File: config.mk
export PLATFORM = sky130hd
export DESIGN_NAME = ibias_ctrl
export DESIGN_NICKNAME = d
export VERILOG_FILES = /design/src/rtl/ibias_ctrl_pkg.sv /design/src/rtl/ibias_ctrl_sync2.sv /design/src/rtl/ibias_ctrl.sv
export SDC_FILE = /design/constraint.sdc
export NUM_CORES = 1
export LEC_CHECK = 0
export ABC_AREA = 1
export CAP_MARGIN = 20
export CORE_MARGIN = 3
export CORE_UTILIZATION = 60
export CTS_CLUSTER_DIAMETER = 50
export DETAILED_ROUTE_END_ITERATION = 8
export PLACE_DENSITY = 0.85
export SYNTH_ARGS = -nofsm -noshare
export SYNTH_HDL_FRONTEND = slang
export SYNTH_HIERARCHICAL = 1
export SYNTH_SLANG_ARGS = --single-unit
File: constraint.sdc
create_clock -name clk -period 3.76 [get_ports clk]
set_clock_uncertainty 0.15 [all_clocks]
set_input_delay 0.376 -clock clk [delete_from_list [all_inputs] [get_ports clk]]
set_output_delay 0.376 -clock clk [all_outputs]
set_load 0.1 [all_outputs]
File: src/rtl/ibias_ctrl_pkg.sv
// ---------------------------------------------------------------------------
// ibias_ctrl_pkg
// Shared definitions for the bias-generator sequencer:
//   - ibias_state_e : 3-bit FSM state encoding (codes 6 and 7 are illegal)
//   - ibias_out_t   : bundle of the Moore outputs driven to the bias generator
//   - *_DEF         : default cycle counts for the sequencer parameters
//   - decode_outputs: maps a state to its Moore output values
// ---------------------------------------------------------------------------
package ibias_ctrl_pkg;

    typedef enum logic [2:0] {
        StOff    = 3'd0,
        StStart  = 3'd1,
        StWaitBg = 3'd2,
        StSwitch = 3'd3,
        StReady  = 3'd4,
        StFault  = 3'd5
    } ibias_state_e;

    typedef struct packed {
        logic ena;    // bias generator enable
        logic sel;    // 0 = startup source, 1 = bandgap-referenced source
        logic rdy;    // bias settled on the referenced source
        logic fault;  // bandgap never came good
    } ibias_out_t;

    localparam int unsigned STARTUP_CYC_DEF = 16;
    localparam int unsigned BG_TIMEOUT_DEF  = 255;
    localparam int unsigned SETTLE_CYC_DEF  = 8;

    function automatic ibias_out_t decode_outputs(input ibias_state_e st);
        ibias_out_t o;
        o = '0;
        case (st)
            StOff:    o = '0;
            StStart:  o = '{ena: 1'b1, sel: 1'b0, rdy: 1'b0, fault: 1'b0};
            StWaitBg: o = '{ena: 1'b1, sel: 1'b0, rdy: 1'b0, fault: 1'b0};
            StSwitch: o = '{ena: 1'b1, sel: 1'b1, rdy: 1'b0, fault: 1'b0};
            StReady:  o = '{ena: 1'b1, sel: 1'b1, rdy: 1'b1, fault: 1'b0};
            StFault:  o = '{ena: 1'b1, sel: 1'b0, rdy: 1'b0, fault: 1'b1};
            default:  o = '0;
        endcase
        return o;
    endfunction

endpackage

File: src/rtl/ibias_ctrl_sync2.sv
// ---------------------------------------------------------------------------
// sync2
// Two-flop synchronizer for a single-bit level crossing into the i_clk domain.
// Ports:
//   i_clk   : destination clock
//   i_rst_n : asynchronous active-low reset, both flops clear to 0
//   i_d     : asynchronous input level
//   o_q     : synchronized level, two i_clk edges after i_d settles
// ---------------------------------------------------------------------------
module sync2 (
    input  logic i_clk,
    input  logic i_rst_n,
    input  logic i_d,
    output logic o_q
);

    logic r_meta;
    logic r_sync;

    always_ff @(posedge i_clk or negedge i_rst_n) begin
        if (!i_rst_n) begin
            r_meta <= 1'b0;
            r_sync <= 1'b0;
        end else begin
            r_meta <= i_d;
            r_sync <= r_meta;
        end
    end

    assign o_q = r_sync;

endmodule

File: src/rtl/ibias_ctrl.sv
// ---------------------------------------------------------------------------
// ibias_ctrl
// Power-up sequencer for the analog bias generator. Brings the bias up on the
// internal startup source, waits for the bandgap reference to be good, moves
// to the bandgap-referenced source and flags bias_rdy once it has settled.
// A bandgap that never comes good latches fault until en is dropped.
// Ports:
//   clk       : block clock
//   rst_n     : asynchronous active-low reset
//   en        : bias request (synchronous to clk)
//   bg_ok     : bandgap-good, asynchronous, synchronized internally
//   ibias_ena : bias generator enable
//   isrc_sel  : 0 = startup source, 1 = bandgap-referenced source
//   bias_rdy  : bias is on the referenced source and settled
//   fault     : bandgap timeout, sticky until en falls
//   state     : current FSM state code (debug/test)
// All outputs are registered and decoded from the next state, so they change
// on the same edge as the state register.
// ---------------------------------------------------------------------------
module ibias_ctrl
    import ibias_ctrl_pkg::*;
#(
    parameter int unsigned STARTUP_CYC = STARTUP_CYC_DEF,
    parameter int unsigned BG_TIMEOUT  = BG_TIMEOUT_DEF,
    parameter int unsigned SETTLE_CYC  = SETTLE_CYC_DEF,
    parameter int unsigned CNT_W       = 8
) (
    input  logic       clk,
    input  logic       rst_n,
    input  logic       en,
    input  logic       bg_ok,
    output logic       ibias_ena,
    output logic       isrc_sel,
    output logic       bias_rdy,
    output logic       fault,
    output logic [2:0] state
);

    // Reload values: a state loaded with N-1 lasts exactly N cycles because
    // the exit is taken on the edge where the counter is already 0.
    localparam logic [CNT_W-1:0] LD_START  = CNT_W'(STARTUP_CYC - 1);
    localparam logic [CNT_W-1:0] LD_BG     = CNT_W'(BG_TIMEOUT - 1);
    localparam logic [CNT_W-1:0] LD_SETTLE = CNT_W'(SETTLE_CYC - 1);

    logic         w_bg_ok_s;
    ibias_state_e r_state;
    ibias_state_e w_state_nxt;
    logic [CNT_W-1:0] r_cnt;
    logic [CNT_W-1:0] w_cnt_nxt;
    logic [CNT_W-1:0] w_cnt_dec;
    logic         w_cnt_zero;
    ibias_out_t   r_out;
    ibias_out_t   w_out_nxt;

    sync2 u_sync_bg_ok (
        .i_clk   (clk),
        .i_rst_n (rst_n),
        .i_d     (bg_ok),
        .o_q     (w_bg_ok_s)
    );

    assign w_cnt_zero = (r_cnt == '0);
    // Saturating decrement: the counter never wraps below zero.
    assign w_cnt_dec  = w_cnt_zero ? '0 : r_cnt - 1'b1;

    always_comb begin
        w_state_nxt = r_state;
        w_cnt_nxt   = r_cnt;

        if (!en) begin
            // Dropping the request wins over everything, including FAULT.
            w_state_nxt = StOff;
            w_cnt_nxt   = '0;
        end else begin
            case (r_state)
                StOff: begin
                    w_state_nxt = StStart;
                    w_cnt_nxt   = LD_START;
                end
                StStart: begin
                    if (w_cnt_zero) begin
                        w_state_nxt = StWaitBg;
                        w_cnt_nxt   = LD_BG;
                    end else begin
                        w_cnt_nxt = w_cnt_dec;
                    end
                end
                StWaitBg: begin
                    // A good bandgap on the final cycle still beats the timeout.
                    if (w_bg_ok_s) begin
                        w_state_nxt = StSwitch;
                        w_cnt_nxt   = LD_SETTLE;
                    end else if (w_cnt_zero) begin
                        w_state_nxt = StFault;
                        w_cnt_nxt   = '0;
                    end else begin
                        w_cnt_nxt = w_cnt_dec;
                    end
                end
                StSwitch: begin
                    if (!w_bg_ok_s) begin
                        w_state_nxt = StWaitBg;
                        w_cnt_nxt   = LD_BG;
                    end else if (w_cnt_zero) begin
                        w_state_nxt = StReady;
                        w_cnt_nxt   = '0;
                    end else begin
                        w_cnt_nxt = w_cnt_dec;
                    end
                end
                StReady: begin
                    if (!w_bg_ok_s) begin
                        w_state_nxt = StWaitBg;
                        w_cnt_nxt   = LD_BG;
                    end
                end
                StFault: begin
                    w_state_nxt = StFault;
                    w_cnt_nxt   = '0;
                end
                default: begin
                    // Codes 6/7 are unreachable in normal operation; recover.
                    w_state_nxt = StOff;
                    w_cnt_nxt   = '0;
                end
            endcase
        end

        w_out_nxt = decode_outputs(w_state_nxt);
    end

    always_ff @(posedge clk or negedge rst_n) begin
        if (!rst_n) begin
            r_state <= StOff;
            r_cnt   <= '0;
            r_out   <= '0;
        end else begin
            r_state <= w_state_nxt;
            r_cnt   <= w_cnt_nxt;
            r_out   <= w_out_nxt;
        end
    end

    assign ibias_ena = r_out.ena;
    assign isrc_sel  = r_out.sel;
    assign bias_rdy  = r_out.rdy;
    assign fault     = r_out.fault;
    assign state     = r_state;

endmodule

==> impl_metrics.json, run 1 <==
{
  "diodes": 0,
  "maxCapViolCount": 0,
  "setup_viol_count_final": 0,
  "holdBufCountCts": 0,
  "async_reset_ff_frac": 1.000,
  "worstSkewPairLatency_ps": 280,
  "cts_sinks": 17,
  "path_clk_slew_ps": 90,
  "yosysWarnings": 6,
  "synth-edff-count": 0,
  "area_growth_pct": 11.70,
  "crit_buf_inv": 1,
  "worst_slew_pin_slew_ps": 972.6,
  "io_buffers": 10,
  "fmax_mhz": 372.6,
  "drive_above_1_share": 0.1186,
  "cp_cell_sequence": "clkdlybuf4s50_1",
  "vias_per_cell": 5.243,
  "start_util": 0.6546,
  "finalPower_mw": 1.131,
  "clockPowerShare": 0.080,
  "ys_ff_latch": 17,
  "hold_viol_final": 0,
  "worst_ep_arrival_time_ps": 2160,
  "cp.required_ps": 3230,
  "final_util": 0.7312,
  "worstSetupPathType": "register to output port",
  "rsz0062_at_grt": "no",
  "power_per_cell_area_mw_per_mm2": 877.0,
  "status": "completed",
  "synth-seq-area-share": 0.3684,
  "crit_path_start_kind": "register",
  "grt_max_degree": 18,
  "internal-power_uw": 507.3,
  "worst_path_max_delay_cell": "clkdlybuf4s50_1",
  "grt_use_total": 0.2205,
  "cts_inserted_buffers": 3,
  "postRouteAntennaNets": 0,
  "wl_mm": 2.360,
  "die_x_um": 49.87,
  "placedCellCount": 198,
  "synth_top_area_share": 0.3684,
  "grt_pass1_vias": 981,
  "vias": 1059,
  "overflow": 0,
  "combinationalPowerShare": 0.634,
  "worstPathMaxFanout": 12,
  "max-vdd-ir-drop_uv": 458.9,
  "crit_family": "buffers and inverters",
  "period_share": 0.7138,
  "p_leak_nw": 0.7117,
  "hpwl_mm": 1.932,
  "netlist_area_mm2": 0.001155,
  "ys.flop_type": "dfrtp_1",
  "ys_types": 27,
  "final_cell_mix": "64 x nand2_1, 17 x nor2_1, 17 x dfrtp_1",
  "io_pins": 11,
  "synth_cells": 166,
  "synth_area_per_cell_um2": 6.957,
  "cts_resized": 0,
  "crit_path_end_kind": "output port",
  "clockRootBuffer": "clkbuf_4",
  "min-delay-path-class": "register to register",
  "antenna_found_initial": 0,
  "finalWeightedCongestion": 0.9779,
  "fin_cells": 202,
  "drtPass1Iterations": 5,
  "chipHeight_um": 49.87,
  "synthesis.nets": 171,
  "coreArea_mm2": 0.001764,
  "rows": 15,
  "drt_iter0_drc": 36,
  "switching_power_uw": 624.1,
  "postCtsSetupRepairBufs": 0,
  "grt_first_pass_wirelength_mm": 4.326,
  "yosysTopAreaCell": "dfrtp_1",
  "slew_viol_final": 0,
  "period_minus_slack_ps": 2684,
  "cts_buffer_depth": 2,
  "slew_headroom": 0.3496,
  "drcViolationCount": 0,
  "whs_ps": 207.9,
  "max_stage_delay_ps": 1230,
  "synth.top_cells.by_area": "dfrtp_1 37%, nand2_1 21%, nand3_1 6.9%, nor2_1 5.5%, inv_1 5.2%",
  "htreeDepth": 1,
  "p_seq_frac": 0.286,
  "cts_tree": "yes",
  "switching_share": 0.5516,
  "dieArea_mm2": 0.002487,
  "fin_nets": 183,
  "finalSetupTns_ps": 0,
  "final_common_cell": "nand2_1",
  "wire_per_inst_um": 11.68
}
-- per-stage QoR --
step | setup WS (ps) | instance area [um2]
3_3_place_gp | 1409 | 1262
5_1_grt | 1019 | 1290
4_1_cts | 1074 | 1290
6_report | 1076 | 1290
2_1_floorplan | 1643 | 1155
3_5_place_dp | 1394 | 1262
-- sequential cells by signal, summed over array words and instances, names as in the netlist --
signal	cells
bias_rdy	1
fault	1
ibias_ena	1
isrc_sel	1
r_cnt	8
state	3
u_sync_bg_ok/o_q	1
u_sync_bg_ok/r_meta	1
-- final cells by class --
type	instances	area [um2]
Clock inverter	1	5.005
Sequential cell	17	425.4
Clock buffer	3	22.52
Inverter	21	83.83
Timing Repair Buffer	10	100.1
Multi-Input combinational cell	125	621.8
Tap cell	25	31.28
Fill cell	154	474.2
-- cell families (layout without fill, tap and decap cells) --
family          Yosys count  count (layout)  share of synthesized area
fa+ha+maj                 1               1                    0.01083
buf+inv                  24              35                    0.09317
flops                    17              17                     0.3684
xor+xnor                  4               4                    0.03034
simple gates            106             106                     0.4117
compound gates           14              14                    0.08560
-- synthesized netlist by cell type (2+ instances only) --
cell type  instances
a21oi_1            2
a21oi_2            2
dfrtp_1           17
inv_1             16
inv_2              3
inv_4              2
nand2_1           64
nand3_1           16
nand4_1            2
nor2_1            17
nor2_4             2
o211ai_1           3
o21ai_0            2
o21ai_2            3
xor2_1             3
-- path summary, 6_finish.rpt --
path,startpoint,slack [ps],to,depth (start not counted)
max reg2reg,r_cnt[0]$_DFFE_PN0P_,1880,r_cnt[1]$_DFFE_PN0P_,11
min in group asynchronous,rst_n,370,r_cnt[7]$_DFFE_PN0P_,1
max in group asynchronous,rst_n,2640,state[0]$_DFF_PN0_,1
max,state[0]$_DFF_PN0_,1080,state[0],1
min reg2reg,u_sync_bg_ok/r_meta$_DFF_PN0_,210,u_sync_bg_ok/o_q$_DFF_PN0_,0
min,u_sync_bg_ok/r_meta$_DFF_PN0_,210,u_sync_bg_ok/o_q$_DFF_PN0_,0
-- metal layers --
layer  vias up  global-route usage  routed length (um)
met2        29              0.3524                1115
met5         -                   0                   0
met4         0             0.05530                  17
met3         2             0.01511                 127
met1       479              0.3236                1100
li1        549                   -                   -
-- power by group through the flow --
| stage | combinational (mW) | sequential, mW | clock [mW] |
|---|---|---|---|
| 2_1_floorplan | 0.502 | 0.399 | 0 |
| 3_3_place_gp | 0.701 | 0.321 | 0 |
| 3_5_place_dp | 0.712 | 0.324 | 0 |
| 4_1_cts | 0.717 | 0.321 | 0.0966 |
| 5_1_grt | 0.805 | 0.335 | 0.100 |
| 6_report | 0.717 | 0.324 | 0.0904 |
No activity file was read; power rests on OpenSTA's default activity.
==> run 2, diff against run 1 <==
--- a/config.mk
+++ b/config.mk
@@ -8,10 +8,10 @@
 export ABC_AREA = 1
 export CAP_MARGIN = 20
 export CORE_MARGIN = 3
-export CORE_UTILIZATION = 60
+export CORE_UTILIZATION = 56
 export CTS_CLUSTER_DIAMETER = 50
 export DETAILED_ROUTE_END_ITERATION = 8
-export PLACE_DENSITY = 0.85
+export PLACE_DENSITY = 0.8
 export SYNTH_ARGS = -nofsm -noshare
 export SYNTH_HDL_FRONTEND = slang
 export SYNTH_HIERARCHICAL = 1
==> constraint.sdc (replaced) <==
create_clock -name clk -period 2.8 [get_ports clk]
set_clock_uncertainty 0.15 [all_clocks]
set_input_delay 0.28 -clock clk [delete_from_list [all_inputs] [get_ports clk]]
set_output_delay 0.28 -clock clk [all_outputs]
set_load 0.1 [all_outputs]
==> run 2 against run 1 <==
Against the previous run:
- worst setup slack worse by 150 ps
- sequential power grew 37%
- largest power group unchanged
- first-iteration DRC count fell by 2.8%
- global-route usage is 0.14 points higher
- die area is 6.3% higher
==> impl_metrics.json, run 2 (synthesis results as in run 1) <==
{
  "vias_per_cell": 5.198,
  "rows": 15,
  "min-delay-path-class": "register to register",
  "finalSetupTns_ps": 0,
  "crit_path_end_kind": "register",
  "grt_util_met2": 0.3263,
  "cts_resized": 0,
  "final_util": 0.6918,
  "switching_share": 0.5548,
  "clockRootBuffer": "clkbuf_4",
  "p_leak_nw": 0.7239,
  "drtPass1Iterations": 4,
  "vias": 1050,
  "area_growth_pct": 10.18,
  "n_fill_cell": 177,
  "worst_ep_arrival_time_ps": 1900,
  "largest_reg_flops": 8,
  "p_seq_frac": 0.293,
  "hpwl_mm": 1.977,
  "cts_sinks": 17,
  "worstSkewPairLatency_ps": 280,
  "grt_use_total": 0.2219,
  "setup_viol_count_final": 0,
  "drcViolationCount": 0,
  "regToRegEndpoint": "r_cnt[1]$_DFFE_PN0P_",
  "hold_viol_final": 0,
  "cp.required_ps": 2830,
  "cts_buffer_depth": 2,
  "internal-power_uw": 673.4,
  "worstSetupPathType": "register to register",
  "finalWeightedCongestion": 0.8853,
  "drive_above_1_share": 0.1582,
  "clockPowerShare": 0.082,
  "final_cell_mix": "64 x nand2_1, 17 x nor2_1, 17 x dfrtp_1",
  "dieArea_mm2": 0.002643,
  "switching_power_uw": 839.2,
  "status": "completed",
  "combinationalPowerShare": 0.624,
  "hold_end": "u_sync_bg_ok/o_q$_DFF_PN0_",
  "cts_inserted_buffers": 3,
  "coreArea_mm2": 0.001839,
  "grt_max_degree": 18,
  "postRouteAntennaNets": 0,
  "busiest_layer": "met1",
  "die_x_um": 51.41,
  "hold_start": "u_sync_bg_ok/r_meta$_DFF_PN0_",
  "use_met1": 0.3489,
  "rsz0062_at_grt": "no",
  "worst_slew_pin_slew_ps": 707.9,
  "start_util": 0.6279,
  "overflow": 0,
  "io_buffers": 10,
  "period_share": 0.6676,
  "final_common_cell": "nand2_1",
  "antenna_found_initial": 0,
  "diodes": 0,
  "regToRegSetupSlack_ps": 930,
  "wire_per_inst_um": 11.91,
  "slew_headroom": 0.5266,
  "regArea_um2": 425.4,
  "min_path_cells": 0,
  "io_pins": 11,
  "worstReg2RegStart": "r_cnt[0]$_DFFE_PN0P_",
  "period_minus_slack_ps": 1869,
  "ff2ff_path_depth": 11,
  "holdBufCountCts": 0,
  "wl_mm": 2.406,
  "fmax_mhz": 535.0,
  "fin_nets": 183,
  "cts_tree": "yes",
  "worstPathMaxFanout": 5,
  "path_clk_slew_ps": 90,
  "grt_pass1_vias": 983,
  "grt_first_pass_wirelength_mm": 4.422,
  "maxCapViolCount": 0,
  "power_per_cell_area_mw_per_mm2": 1189,
  "max-vdd-ir-drop_uv": 752.6,
  "slew_viol_final": 0,
  "htreeDepth": 1,
  "drt_iter0_drc": 35,
  "regMostFlops": "r_cnt",
  "chipHeight_um": 51.41,
  "crit_path_start_kind": "register",
  "postCtsSetupRepairBufs": 0,
  "multi_input_area_um2": 621.8,
  "grt_use_met3": 0.02041
}
run 2: worst max path at each step:
stage                                     from                    to  slack [ps]  depth (start not counted)
after global routing      r_cnt[0]$_DFFE_PN0P_  r_cnt[1]$_DFFE_PN0P_         710                         11
final                     r_cnt[0]$_DFFE_PN0P_  r_cnt[1]$_DFFE_PN0P_         930                         11
after floorplan             state[0]$_DFF_PN0_    isrc_sel$_DFF_PN0_         680                          8
after detailed placement  r_cnt[0]$_DFFE_PN0P_  r_cnt[1]$_DFFE_PN0P_         950                         11
after CTS                 r_cnt[0]$_DFFE_PN0P_  r_cnt[1]$_DFFE_PN0P_         930                         11
after global placement    r_cnt[0]$_DFFE_PN0P_  r_cnt[1]$_DFFE_PN0P_         970                         11
run 2: critical path, cell delays in order (launching register included):
cell and delay, ps:
dfrtp_1 390, inv_1 130, ha_1 230, nand2_1 70
nor2_1 190, nand2_1 180, nand2_1 150, nand2_1 70
nand2_1 60, nand2_1 40, nand2_1 50, nand2_1 60
run 2: final cells by class:
| cell class | count | share of cell area |
|---|---|---|
| clock buffers | 3 | 0.01770 |
| inverters | 21 | 0.06588 |
| multi-input cells | 125 | 0.4887 |
| flip-flops and latches | 17 | 0.3343 |
| well taps | 25 | 0.02458 |
| repair buffers | 10 | 0.06490 |
| clock inverters | 1 | 0.003933 |
run 2: stage by stage:
step,area (um2),hold slack (ps),power [mW],setup slack [ps],std cells
final,1272,203.6,1.513,930.7,202
after global routing,1272,224.5,1.670,711.7,202
after CTS,1272,210.6,1.519,931.4,202
after detailed placement,1245,186.3,1.385,946.3,198
after global placement,1245,187.1,1.377,968.2,198
after floorplan,1155,-165.6,1.209,682.9,166
run 2: power groups by stage:
stage                     Combinational (mW)  Clock [mW]  Sequential, mW
after global placement                 0.935           0           0.442
after floorplan                        0.674           0           0.535
after global routing                    1.07       0.143           0.457
final                                  0.944       0.125           0.444
after CTS                              0.946       0.133           0.439
after detailed placement               0.942           0           0.444
run 2: per-layer routing:
layer | vias up | wire length (um) | part of all wire
met5 | - | 0 | 0
met4 | 0 | 14 | 0.0058
met3 | 2 | 142 | 0.059
met2 | 37 | 1082 | 0.45
met1 | 469 | 1166 | 0.48
li1 | 542 | - | -
==> run 3, diff against run 2 <==
==> constraint.sdc (replaced) <==
create_clock -name clk -period 1.85 [get_ports clk]
set_clock_uncertainty 0.15 [all_clocks]
set_input_delay 0.185 -clock clk [delete_from_list [all_inputs] [get_ports clk]]
set_output_delay 0.185 -clock clk [all_outputs]
set_load 0.1 [all_outputs]
==> run 3 against run 2 <==
Against the previous run:
- design area grew 6.2%
- register-to-register slack got worse by 740 ps
- routed wire length is 10% higher
- via count up 6.3%
- worst setup slack got worse by 740 ps
- global-route usage is 0.68 points higher
- first-iteration DRC count shrank 8.6%
- non-clock buffer count increased by 3
- sequential cell count unchanged
- largest cell class unchanged
==> impl_metrics.json, run 3 (synthesis results as in run 1) <==
{
  "placedCellCount": 201,
  "fin_nets": 186,
  "status": "completed",
  "hold_viol_final": 0,
  "period_minus_slack_ps": 1659,
  "worstReg2RegStart": "r_cnt[1]$_DFFE_PN0P_",
  "setup_slack_ps": 191.0,
  "worstSetupPathType": "register to register",
  "crit_top_cell": "nand2_1",
  "cp_cell_sequence": "inv_1 > ha_2 > nand2_1 > nor2_4 > nand2_2 > nand2_1 > nand2_1 > nand2_1 > nand2_1 > nand2_1 > nand2_1",
  "wl_met3_um": 144,
  "wl_met1_mm": 1.187,
  "clockRootBuffer": "clkbuf_4",
  "max_stage_delay_ps": 420,
  "hpwl_mm": 2.102,
  "regToRegSetupSlack_ps": 190,
  "drt_iter0_drc": 32,
  "finalInstanceArea_mm2": 0.001351,
  "dieArea_mm2": 0.002643,
  "cts_tree": "yes",
  "fmax_mhz": 602.8,
  "worstPathMaxFanout": 5,
  "period_share": 0.8968,
  "drive_above_1_share": 0.2111,
  "regMostFlops": "r_cnt",
  "finalWeightedCongestion": 0.9288,
  "wl_mm": 2.657,
  "wire_per_inst_um": 12.96,
  "start_util": 0.6279,
  "final_common_cell": "nand2_1",
  "final_cell_mix": "63 x nand2_1, 16 x inv_1, 16 x nand3_1",
  "vias": 1116,
  "cts_sinks": 17,
  "p_leak_nw": 0.7427,
  "max-vdd-ir-drop_uv": 1060,
  "worst_path_max_delay_cell": "dfrtp_1",
  "setup_viol_count_final": 0,
  "cp.required_ps": 1880,
  "diodes": 0,
  "chipHeight_um": 51.41,
  "power_per_cell_area_mw_per_mm2": 1812,
  "place_ws_ps": 55.38,
  "coreArea_mm2": 0.001839,
  "grt_use_total": 0.2287,
  "cts_inserted_buffers": 3,
  "combinationalPowerShare": 0.641,
  "top_layer": "met4",
  "overflow": 0,
  "worst_slew_pin_slew_ps": 340.1,
  "area_growth_pct": 17.01,
  "antenna_found_initial": 0,
  "min-delay-path-class": "input port to asynchronous set/reset pin",
  "startpoint": "r_cnt[1]$_DFFE_PN0P_",
  "detailroute.wirelength.met2_mm": 1.296,
  "rows": 15,
  "grt_pass1_vias": 1069,
  "slew_headroom": 0.7726,
  "finalPower_mw": 2.448,
  "grt_max_degree": 18,
  "largest_reg_flops": 8,
  "fin_cells": 205,
  "path_clk_slew_ps": 90,
  "crit_path_end_kind": "register",
  "io_buffers": 10,
  "switching_share": 0.5464,
  "cts_buffer_depth": 2,
  "worst_ep_arrival_time_ps": 1690,
  "slew_viol_final": 0,
  "internal-power_mw": 1.111,
  "rsz0062_at_grt": "no",
  "clockPowerShare": 0.077,
  "place_area_mm2": 0.001309,
  "drtPass1Iterations": 4,
  "drcViolationCount": 0,
  "switching_power_mw": 1.338,
  "worstSkewPairLatency_ps": 280,
  "crit_path_start_kind": "register",
  "maxCapViolCount": 0,
  "grt_first_pass_wirelength_mm": 4.588,
  "die_x_um": 51.41,
  "n_fill_cell": 155,
  "finalSetupTns_ps": 0,
  "p_seq_frac": 0.282,
  "htreeDepth": 1,
  "io_pins": 11,
  "postRouteAntennaNets": 0,
  "vias_per_cell": 5.444
}
[run 3: cell types whose count changed in the layout (fill, tap and decap cells not counted), moves of 2 or more]
cell	previous run	this run
dfrtp_1	17	14
nor2_1	17	15
buf_12	0	3
dfrtp_2	0	3
[run 3: layout make-up]
type | instances | area [um2] | share of cell area
multi-input cells | 125 | 636.9 | 0.4713
flip-flops and latches | 17 | 429.2 | 0.3176
repair buffers | 13 | 142.6 | 0.1056
inverters | 21 | 83.83 | 0.06204
well taps | 25 | 31.28 | 0.02315
clock buffers | 3 | 22.52 | 0.01667
clock inverters | 1 | 5.005 | 0.003704
[run 3: metal layers]
layer / up-vias / global-route usage
met1: 525 / 0.3228
met5: - / 0
met3: 4 / 0.01458
li1: 549 / -
met2: 38 / 0.3665
met4: 0 / 0.08734
[run 3: critical path: cells and delay by family (launching register included)]
family	cells	cell delay [ps]
and+or+nand+nor	9	710
DFF	1	420
adders and majority gates	1	210
buffers and inverters	1	70
[run 3: repair_timing]
action                                  CTS  global route
endpoints found under the setup margin    0            12
resized for setup                         0             5
buffers inserted                          0             0
hold buffers                              0             0
[run 3: path summary, 6_finish.rpt]
check / endpoint / depth (start not counted)
worst max-delay path: r_cnt[1]$_DFFE_PN0P_ / 11
worst min-delay path: r_cnt[2]$_DFFE_PN0P_ / 2
worst max register to register: r_cnt[1]$_DFFE_PN0P_ / 11
worst min register to register: u_sync_bg_ok/o_q$_DFF_PN0_ / 0
max in group asynchronous: state[2]$_DFF_PN0_ / 2
min in group clk: u_sync_bg_ok/r_meta$_DFF_PN0_ / 1
[run 3: power groups by stage]
| stage | Clock (mW) | Sequential (mW) | Combinational, mW |
|---|---|---|---|
| 6_report | 0.188 | 0.691 | 1.57 |
| 5_1_grt | 0.219 | 0.709 | 1.74 |
| 4_1_cts | 0.197 | 0.679 | 1.52 |
| 3_5_place_dp | 0 | 0.687 | 1.52 |
| 3_3_place_gp | 0 | 0.680 | 1.48 |
| 2_1_floorplan | 0 | 0.815 | 1.02 |
[run 3: stage by stage]
step / hold WS, ps / utilization
floorplan: -260.6 / -
global placement: 187.8 / 0.7116
detailed placement: 199.0 / 0.7116
CTS: 73.00 / 0.7265
global route: 76.73 / 0.7347
finish: 80.40 / 0.7347
